$ cat src/rtl/uart_apb_tx_completer_if.sv
`default_nettype none
// ============================================================================
// Module   : uart_apb_tx_completer_if
// Purpose  : APB3 bus bundle between the requester stage and the UART TX
//            completer.
// Ports    : paddr, pselx, penable, pwrite, pwdata  (requester -> completer)
//            prdata, pready, pslverr                (completer -> requester)
// Revision : 1.0 - initial release
// ============================================================================
interface uart_apb_tx_completer_if #(
  parameter int ADDR_WIDTH = 8,
  parameter int DATA_WIDTH = 32
);
  logic [ADDR_WIDTH-1:0] paddr;
  logic                  pselx;
  logic                  penable;
  logic                  pwrite;
  logic [DATA_WIDTH-1:0] pwdata;
  logic [DATA_WIDTH-1:0] prdata;
  logic                  pready;
  logic                  pslverr;

  modport master (
    output paddr, pselx, penable, pwrite, pwdata,
    input  prdata, pready, pslverr
  );

  modport slave (
    input  paddr, pselx, penable, pwrite, pwdata,
    output prdata, pready, pslverr
  );
endinterface
`default_nettype wire

$ cat src/rtl/uart_apb_tx_completer.sv
`default_nettype none
// ============================================================================
// Module   : uart_apb_tx_completer
// Purpose  : APB3 completer that buffers written bytes in a TX FIFO and
//            serializes them as 8N1 UART frames with a programmable divider.
// Ports    : clk, rst_n (async, active-low)
//            apb   - APB3 slave modport (DATA/STATUS/DIV/CTRL registers)
//            tx_o  - UART serial output, idles high
//            irq_o - level interrupt: FIFO empty and IRQ_EN set
// Revision : 1.0 - initial release
// ============================================================================
module uart_apb_tx_completer #(
  parameter int          ADDR_WIDTH = 8,
  parameter int          DATA_WIDTH = 32,
  parameter int          FIFO_DEPTH = 8,
  parameter int unsigned DIV_RESET  = 10
) (
  input  logic                    clk,
  input  logic                    rst_n,
  uart_apb_tx_completer_if.slave  apb,
  output logic                    tx_o,
  output logic                    irq_o
);

  localparam int PW = $clog2(FIFO_DEPTH);
  localparam logic [PW:0] c_ptr_one = (PW+1)'(1);

  localparam logic [1:0] c_idle  = 2'd0;
  localparam logic [1:0] c_start = 2'd1;
  localparam logic [1:0] c_data  = 2'd2;
  localparam logic [1:0] c_stop  = 2'd3;

  localparam logic [1:0] c_reg_data   = 2'd0;
  localparam logic [1:0] c_reg_status = 2'd1;
  localparam logic [1:0] c_reg_div    = 2'd2;
  localparam logic [1:0] c_reg_ctrl   = 2'd3;

  logic [PW:0] wr_ptr_q, wr_ptr_d, rd_ptr_q, rd_ptr_d;
  logic [15:0] div_q, div_d;
  logic        en_q, en_d, irq_en_q, irq_en_d;
  logic [1:0]  state_q, state_d;
  logic [7:0]  shift_q, shift_d;
  logic [2:0]  bit_cnt_q, bit_cnt_d;
  logic [15:0] tick_q, tick_d;
  logic [15:0] period_q, period_d;
  logic [7:0]  mem_q [FIFO_DEPTH];

  logic        w_access, w_wr_acc, w_full, w_empty, w_busy;
  logic        w_flush, w_push, w_pop, w_can_start;
  logic [1:0]  w_sel;
  logic [PW:0] w_count;
  logic [15:0] w_period_eff;
  logic        w_unused;

  assign w_access = apb.pselx & apb.penable;
  assign w_wr_acc = w_access & apb.pwrite;
  assign w_sel    = apb.paddr[3:2];
  assign w_full   = (wr_ptr_q[PW] != rd_ptr_q[PW]) &&
                    (wr_ptr_q[PW-1:0] == rd_ptr_q[PW-1:0]);
  assign w_empty  = (wr_ptr_q == rd_ptr_q);
  assign w_count  = wr_ptr_q - rd_ptr_q;
  assign w_busy   = (state_q != c_idle);
  // FLUSH wins over a push in the same access; full is judged pre-pop.
  assign w_flush  = w_wr_acc && (w_sel == c_reg_ctrl) && apb.pwdata[1];
  assign w_push   = w_wr_acc && (w_sel == c_reg_data) && !w_full && !w_flush;
  assign w_can_start  = en_q & ~w_empty;
  assign w_period_eff = (div_q == 16'd0) ? 16'd1 : div_q;
  assign w_unused = ^{apb.paddr[ADDR_WIDTH-1:4], apb.paddr[1:0],
                      apb.pwdata[DATA_WIDTH-1:16]};

  // APB response: zero wait states, outputs gated to the access phase.
  assign apb.pready  = w_access;
  assign apb.pslverr = w_wr_acc && (w_sel == c_reg_data) && w_full;

  always_comb begin
    apb.prdata = '0;
    if (w_access && !apb.pwrite) begin
      case (w_sel)
        c_reg_status: apb.prdata = {{(DATA_WIDTH-9){1'b0}}, 5'(w_count),
                                    1'b0, w_busy, w_empty, w_full};
        c_reg_div:    apb.prdata = {{(DATA_WIDTH-16){1'b0}}, div_q};
        c_reg_ctrl:   apb.prdata = {{(DATA_WIDTH-3){1'b0}}, irq_en_q, 1'b0, en_q};
        default:      apb.prdata = '0;
      endcase
    end
  end

  always_comb begin
    div_d    = div_q;
    en_d     = en_q;
    irq_en_d = irq_en_q;
    if (w_wr_acc && (w_sel == c_reg_div)) div_d = apb.pwdata[15:0];
    if (w_wr_acc && (w_sel == c_reg_ctrl)) begin
      en_d     = apb.pwdata[0];
      irq_en_d = apb.pwdata[2];
    end
  end

  // Serializer: each bit lasts period_q cycles, counted down to 0.
  always_comb begin
    state_d   = state_q;
    shift_d   = shift_q;
    bit_cnt_d = bit_cnt_q;
    tick_d    = tick_q;
    period_d  = period_q;
    w_pop     = 1'b0;
    case (state_q)
      c_idle: begin
        if (w_can_start) begin
          w_pop    = 1'b1;
          shift_d  = mem_q[rd_ptr_q[PW-1:0]];
          period_d = w_period_eff;
          tick_d   = w_period_eff - 16'd1;
          state_d  = c_start;
        end
      end
      c_start: begin
        if (tick_q == 16'd0) begin
          state_d   = c_data;
          bit_cnt_d = 3'd0;
          tick_d    = period_q - 16'd1;
        end else begin
          tick_d = tick_q - 16'd1;
        end
      end
      c_data: begin
        if (tick_q == 16'd0) begin
          shift_d = {1'b0, shift_q[7:1]};
          tick_d  = period_q - 16'd1;
          if (bit_cnt_q == 3'd7) state_d = c_stop;
          else                   bit_cnt_d = bit_cnt_q + 3'd1;
        end else begin
          tick_d = tick_q - 16'd1;
        end
      end
      c_stop: begin
        if (tick_q == 16'd0) begin
          if (w_can_start) begin
            // Chain straight into the next start bit with no idle gap.
            w_pop    = 1'b1;
            shift_d  = mem_q[rd_ptr_q[PW-1:0]];
            period_d = w_period_eff;
            tick_d   = w_period_eff - 16'd1;
            state_d  = c_start;
          end else begin
            state_d = c_idle;
          end
        end else begin
          tick_d = tick_q - 16'd1;
        end
      end
      default: state_d = c_idle;
    endcase
  end

  always_comb begin
    wr_ptr_d = wr_ptr_q;
    rd_ptr_d = rd_ptr_q;
    if (w_flush) begin
      wr_ptr_d = '0;
      rd_ptr_d = '0;
    end else begin
      if (w_push) wr_ptr_d = wr_ptr_q + c_ptr_one;
      if (w_pop)  rd_ptr_d = rd_ptr_q + c_ptr_one;
    end
  end

  always_comb begin
    case (state_q)
      c_start: tx_o = 1'b0;
      c_data:  tx_o = shift_q[0];
      default: tx_o = 1'b1;
    endcase
  end

  assign irq_o = w_empty & irq_en_q;

  always_ff @(posedge clk or negedge rst_n) begin
    if (!rst_n) begin
      wr_ptr_q  <= '0;
      rd_ptr_q  <= '0;
      div_q     <= 16'(DIV_RESET);
      en_q      <= 1'b1;
      irq_en_q  <= 1'b0;
      state_q   <= c_idle;
      shift_q   <= '0;
      bit_cnt_q <= '0;
      tick_q    <= '0;
      period_q  <= 16'd1;
    end else begin
      wr_ptr_q  <= wr_ptr_d;
      rd_ptr_q  <= rd_ptr_d;
      div_q     <= div_d;
      en_q      <= en_d;
      irq_en_q  <= irq_en_d;
      state_q   <= state_d;
      shift_q   <= shift_d;
      bit_cnt_q <= bit_cnt_d;
      tick_q    <= tick_d;
      period_q  <= period_d;
    end
  end

  // Storage needs no reset: the pointers define which entries are valid.
  always_ff @(posedge clk) begin
    if (w_push) mem_q[wr_ptr_q[PW-1:0]] <= apb.pwdata[7:0];
  end

endmodule
`default_nettype wire
$ cat src/flat_wrapper.sv
// flat-port wrapper written by rule: the top's interface ports become plain ports
module uart_apb_tx_completer_flat 
#(
  parameter int          ADDR_WIDTH = 8,
  parameter int          DATA_WIDTH = 32,
  parameter int          FIFO_DEPTH = 8,
  parameter int unsigned DIV_RESET  = 10
)
  (clk, rst_n, tx_o, irq_o, apb_paddr, apb_pselx, apb_penable, apb_pwrite, apb_pwdata, apb_prdata, apb_pready, apb_pslverr);
  uart_apb_tx_completer_if #(.ADDR_WIDTH(ADDR_WIDTH), .DATA_WIDTH(DATA_WIDTH)) apb_i ();
  input  logic clk;
  input  logic rst_n;
  output logic tx_o;
  output logic irq_o;
  input wire logic [$bits(apb_i.paddr)-1:0] apb_paddr;
  input wire logic [$bits(apb_i.pselx)-1:0] apb_pselx;
  input wire logic [$bits(apb_i.penable)-1:0] apb_penable;
  input wire logic [$bits(apb_i.pwrite)-1:0] apb_pwrite;
  input wire logic [$bits(apb_i.pwdata)-1:0] apb_pwdata;
  output wire logic [$bits(apb_i.prdata)-1:0] apb_prdata;
  output wire logic [$bits(apb_i.pready)-1:0] apb_pready;
  output wire logic [$bits(apb_i.pslverr)-1:0] apb_pslverr;
  assign apb_i.paddr = apb_paddr;
  assign apb_i.pselx = apb_pselx;
  assign apb_i.penable = apb_penable;
  assign apb_i.pwrite = apb_pwrite;
  assign apb_i.pwdata = apb_pwdata;
  assign apb_prdata = apb_i.prdata;
  assign apb_pready = apb_i.pready;
  assign apb_pslverr = apb_i.pslverr;
  uart_apb_tx_completer #(.ADDR_WIDTH(ADDR_WIDTH), .DATA_WIDTH(DATA_WIDTH), .FIFO_DEPTH(FIFO_DEPTH), .DIV_RESET(DIV_RESET)) u_core (.clk(clk), .rst_n(rst_n), .apb(apb_i), .tx_o(tx_o), .irq_o(irq_o));
endmodule
$ cat config.mk
export PLATFORM = sky130hd
export DESIGN_NAME = uart_apb_tx_completer_flat
export DESIGN_NICKNAME = d
export VERILOG_FILES = /design/src/rtl/uart_apb_tx_completer_if.sv /design/src/rtl/uart_apb_tx_completer.sv /design/src/flat_wrapper.sv
export SDC_FILE = /design/constraint.sdc
export NUM_CORES = 1
export LEC_CHECK = 0
export CAP_MARGIN = 5
export CORE_ASPECT_RATIO = 0.9
export CORE_MARGIN = 8
export CORE_UTILIZATION = 37
export CTS_CLUSTER_DIAMETER = 80
export CTS_CLUSTER_SIZE = 8
export DETAILED_ROUTE_END_ITERATION = 12
export GPL_TIMING_DRIVEN = 0
export PLACE_DENSITY_LB_ADDON = 0.3
export SYNTH_ARGS = -nofsm -noshare
export SYNTH_HDL_FRONTEND = slang
export SYNTH_SLANG_ARGS = --single-unit
$ cat constraint.sdc
create_clock -name clk -period 11.4 [get_ports clk]
set_input_delay 2.28 -clock clk [delete_from_list [all_inputs] [get_ports clk]]
set_output_delay 2.28 -clock clk [all_outputs]
set_load 0.02 [all_outputs]
==> results by group <==
Critical path
  • Worst R2R Path Depth: 9
  • Critical Path RT: 9.12 ns
  • CP Capture Type: primary output
  • CP bufs+invs: 4
  • Cells along the critical path: clkdlybuf4s50_1 -> clkbuf_1 -> nor2b_1 -> clkbuf_1 -> a22oi_1 -> nor2_1 -> clkdlybuf4s50_1
  • CP Max Fanout: 10
  • Worst EP arrival: 4.45 ns
  • Crit path max-delay family: buffers and inverters
  • R2R Path End: u_core.mem_q[4][5]
  • Worst path depth: 7
  • Max stage delay on crit path: 0.62 ns
  • Crit Reg-Reg Startpoint: u_core.rd_ptr_q[1]
  • Setup slack, reg-to-reg: 6.75 ns
  • Critical Path Source Type: input port
  • CP Class: input port to primary output
  • Crit-path slowest cell: clkdlybuf4s50_1

Die
  • Die area: 24200 µm²
  • Initial Util: 0.377
  • Die Wd: 163 µm
  • # rows: 48
  • I/O pins: 81
  • Core ar.: 19200 µm²
  • Die Ht: 148 µm

STA
  • Setup TNS: 0 ns
  • Final Hold Slack: 0.486 ns
  • Max-slew violations: 0
  • Fin crit share: 0.591
  • Worst Clk Skew: 0.0112 ns
  • Worst slew pin tran: 0.997 ns
  • RSZ-0062 raised after global routing: false
  • Slew margin rel.: 0.318
  • Endpoints failing setup: 0
  • Final hold vios: 0
  • F_max: 149 MHz
  • Fin crit period: 6.73 ns

Clocking
  • Number of gates resized after CTS: 0
  • # hold bufs at CTS: 0
  • CTS root buffer: clkbuf_16
  • CTS max path bufs: 2
  • Later-pin clock latency in the skew report: 0.43 ns
  • Total clock sinks: 135
  • Worst-path clk slew: 0.06 ns
  • Postcts setup bufs: 0
  • CTS tree: yes
  • H-Tree Depth: 4
  • Total CTS buffers: 17

Yosys
  • Yosys cell types: 72
  • Seq/Total Area, Yosys: 0.513
  • Ys async rst share: 0.526
  • Post-synth EDFFs: 64
  • Synthesized area: 7220 µm²
  • Syn_area_per_cell: 11.4 µm²
  • Mapped Cells: 633
  • Top_reg_cell synth: dfrtp_1
  • Synthesis Warnings: 0
  • Yosys reg bits: 135

Global routing
  • Vias in the first global route: 5459
  • All-Layer GR Usage: 0.162
  • Largest net degree at the start of global routing: 37
  • Initial antenna violation count: 0
  • Total gr overflow: 0
  • First-pass GRT wire length: 30.4 mm

Min path
  • Hold EP: u_core.shift_q[2]
  • Hold Path Class: flip-flop to flip-flop
  • Min-Delay Path Depth: 2
  • Min-delay src: u_core.shift_q[2]

Placed design
  • Hpwl dp: 14.1 mm
  • GP Congestion: 0.889
  • Port bufs: 42

Power and ir drop
  • Leakage: 3.19 nW
  • Peak VDD IR: 0.136 mV
  • Sw Ratio: 0.412
  • Pwr/cell area: 254 nW/µm²
  • Internal power: 1.28 mW
  • Comb power frac: 0.419
  • Switching component of the power: 0.900 mW
  • Clock power share: 0.243
  • Flop pwr share: 0.338

Routing
  • Iteration-0 DRC Markers: 566
  • Final ANT Viol Nets: 0
  • Vias: 5487
  • Post-DR wirelength/cell: 19.8 µm
  • Vias per inst: 5.63
  • Routed WL: 19.3 mm
  • Pre-antenna DRT Iters: 6
  • # DRC: 0

Run status
  • Outcome: complete, no violations

Final layout
  • Layout cell share with drive strength beyond 1: 0.160
  • Area growth syn-to-layout: 19.2%
  • Antenna diodes: 0
  • Total Nets Final: 771

Flow run
  • MaxCap Viol Count: 0
-- layout make-up --
class | instances | area [µm²]
Inverter | 17 | 63.8
Buffer | 48 | 254
Clock buffer | 17 | 425
Tap cell | 250 | 313
Multi-Input combinational cell | 448 | 3260
Clock inverter | 15 | 140
Timing Repair Buffer | 44 | 445
Fill cell | 1753 | 10600
Sequential cell | 135 | 3700
-- layer usage --
metal,part of all wire,GRT usage,wire length (µm)
met5,0,0,0
met4,0.016,0.0568,304
met3,0.074,0.0365,1430
met2,0.45,0.244,8630
met1,0.46,0.224,8900
-- cells by family (layout without fill, tap and decap cells) --
| family | after synthesis | in the layout | synth area share |
|---|---|---|---|
| AOI/OAI and AO/OA | 134 | 134 | 0.124 |
| xor gates and xnor gates | 30 | 30 | 0.0364 |
| adders and majority gates | 15 | 15 | 0.0270 |
| buffers and inverters | 65 | 141 | 0.0440 |
| DFF | 135 | 135 | 0.513 |
| muxes | 55 | 55 | 0.110 |
| other | 1 | 16 | 0.000520 |
| and+or+nand+nor | 198 | 198 | 0.145 |
-- flip-flops by register name (all words and copies together) (netlist names) --
signal / cells
u_core.mem_q: 64
u_core.div_q: 16
u_core.period_q: 16
u_core.tick_q: 16
u_core.shift_q: 8
u_core.rd_ptr_q: 4
u_core.wr_ptr_q: 4
u_core.bit_cnt_q: 3
u_core.state_q: 2
u_core.en_q: 1
u_core.irq_en_q: 1
-- worst max path at each step --
stage	end	start	slack [ns]
2_1_floorplan	apb_prdata[10]	apb_pselx	5.83
3_3_place_gp	apb_prdata[2]	apb_paddr[3]	4.72
3_5_place_dp	apb_prdata[15]	apb_pselx	4.70
4_1_cts	apb_prdata[3]	apb_pselx	4.69
5_1_grt	apb_prdata[0]	apb_paddr[3]	4.48
6_report	apb_prdata[6]	apb_paddr[3]	4.67
-- power by group through the flow --
stage	clock network [mW]	logic, mW	registers [mW]
3_5_place_dp	0	0.899	0.740
5_1_grt	0.557	1.00	0.750
6_report	0.531	0.915	0.738
4_1_cts	0.535	0.904	0.733
2_1_floorplan	0	0.661	0.697
3_3_place_gp	0	0.876	0.735
-- worst register-to-register path, cell delays in order (launching register included) --
cell and delay [ns]:
dfrtp_1 0.44, clkbuf_1 0.52, buf_1 0.55, inv_1 0.10, ha_1 0.34, and3_1 0.18, clkbuf_1 0.16, a2111oi_0 0.92
nand2_1 0.29, nor2_1 0.77
-- layout by cell type, fill, tap and decap left out, types with 5 or more instances in the layout --
cell type        synthesis  layout
a21oi_1                 32      32
nand2_1                 51      51
clkbuf_16                0      17
inv_6                    0       5
o21ai_0                 34      34
or4_1                    5       5
dfrtp_1                 67      67
ha_1                    14      14
clkdlybuf4s50_1          0      41
edfxtp_1                64      64
nand4_1                 11      11
and2_1                  11      11
buf_4                   18      19
mux2i_1                  6       6
nor2_1                  48      48
conb_1                   1      16
mux2_2                  25      25
buf_2                    5       5
clkbuf_1                22      22
xor2_1                  13      13
inv_1                   16      16
mux4_2                  16      16
o22ai_1                  5       5
mux2_1                   8       8
o211ai_1                 8       8
nor4_1                   5       5
nor3_1                  12      11
nand3_1                 14      14
nand2b_1                 5       5
xnor2_1                 17      17
and3_1                   6       6
-- through the flow --
stage          cell area, µm²  std cells  utilization  setup WS [ns]  power [mW]
2_1_floorplan            7270        648            -           5.83        1.36
3_3_place_gp             8010        940        0.418           4.72        1.61
3_5_place_dp             8020        941        0.419           4.70        1.64
4_1_cts                  8590        973        0.448           4.69        2.17
5_1_grt                  8600        974        0.449           4.48        2.31
6_report                 8600        974        0.449           4.67        2.18
-- cells in the mapped netlist, types with 4 or more instances --
library cell	n	area, µm²
nand2_1	51	191
buf_2	5	25.0
a211o_1	4	35.0
edfxtp_1	64	1920
mux2_2	25	282
mux2_1	8	90.1
inv_1	16	60.1
nand3_1	14	70.1
or4_1	5	37.5
or3_1	4	25.0
dfstp_2	4	105
xor2_1	13	114
nor4_1	5	31.3
and2_1	11	68.8
and3_1	6	37.5
xnor2_1	17	149
dfrtp_1	67	1680
mux4_2	16	360
clkbuf_1	22	82.6
o31ai_1	4	30.0
nand4_1	11	68.8
nor3_1	12	60.1
nor2b_1	4	25.0
ha_1	14	175
buf_4	18	135
o22ai_1	5	31.3
a22oi_1	4	30.0
o211ai_1	8	60.1
o21ai_0	34	170
nor3b_1	4	30.0
and4_1	4	35.0
nand2b_1	5	31.3
mux2i_1	6	60.1
a21oi_1	32	160
nor2_1	48	180
o221ai_1	4	35.0
(Power assumes the default switching activity.)
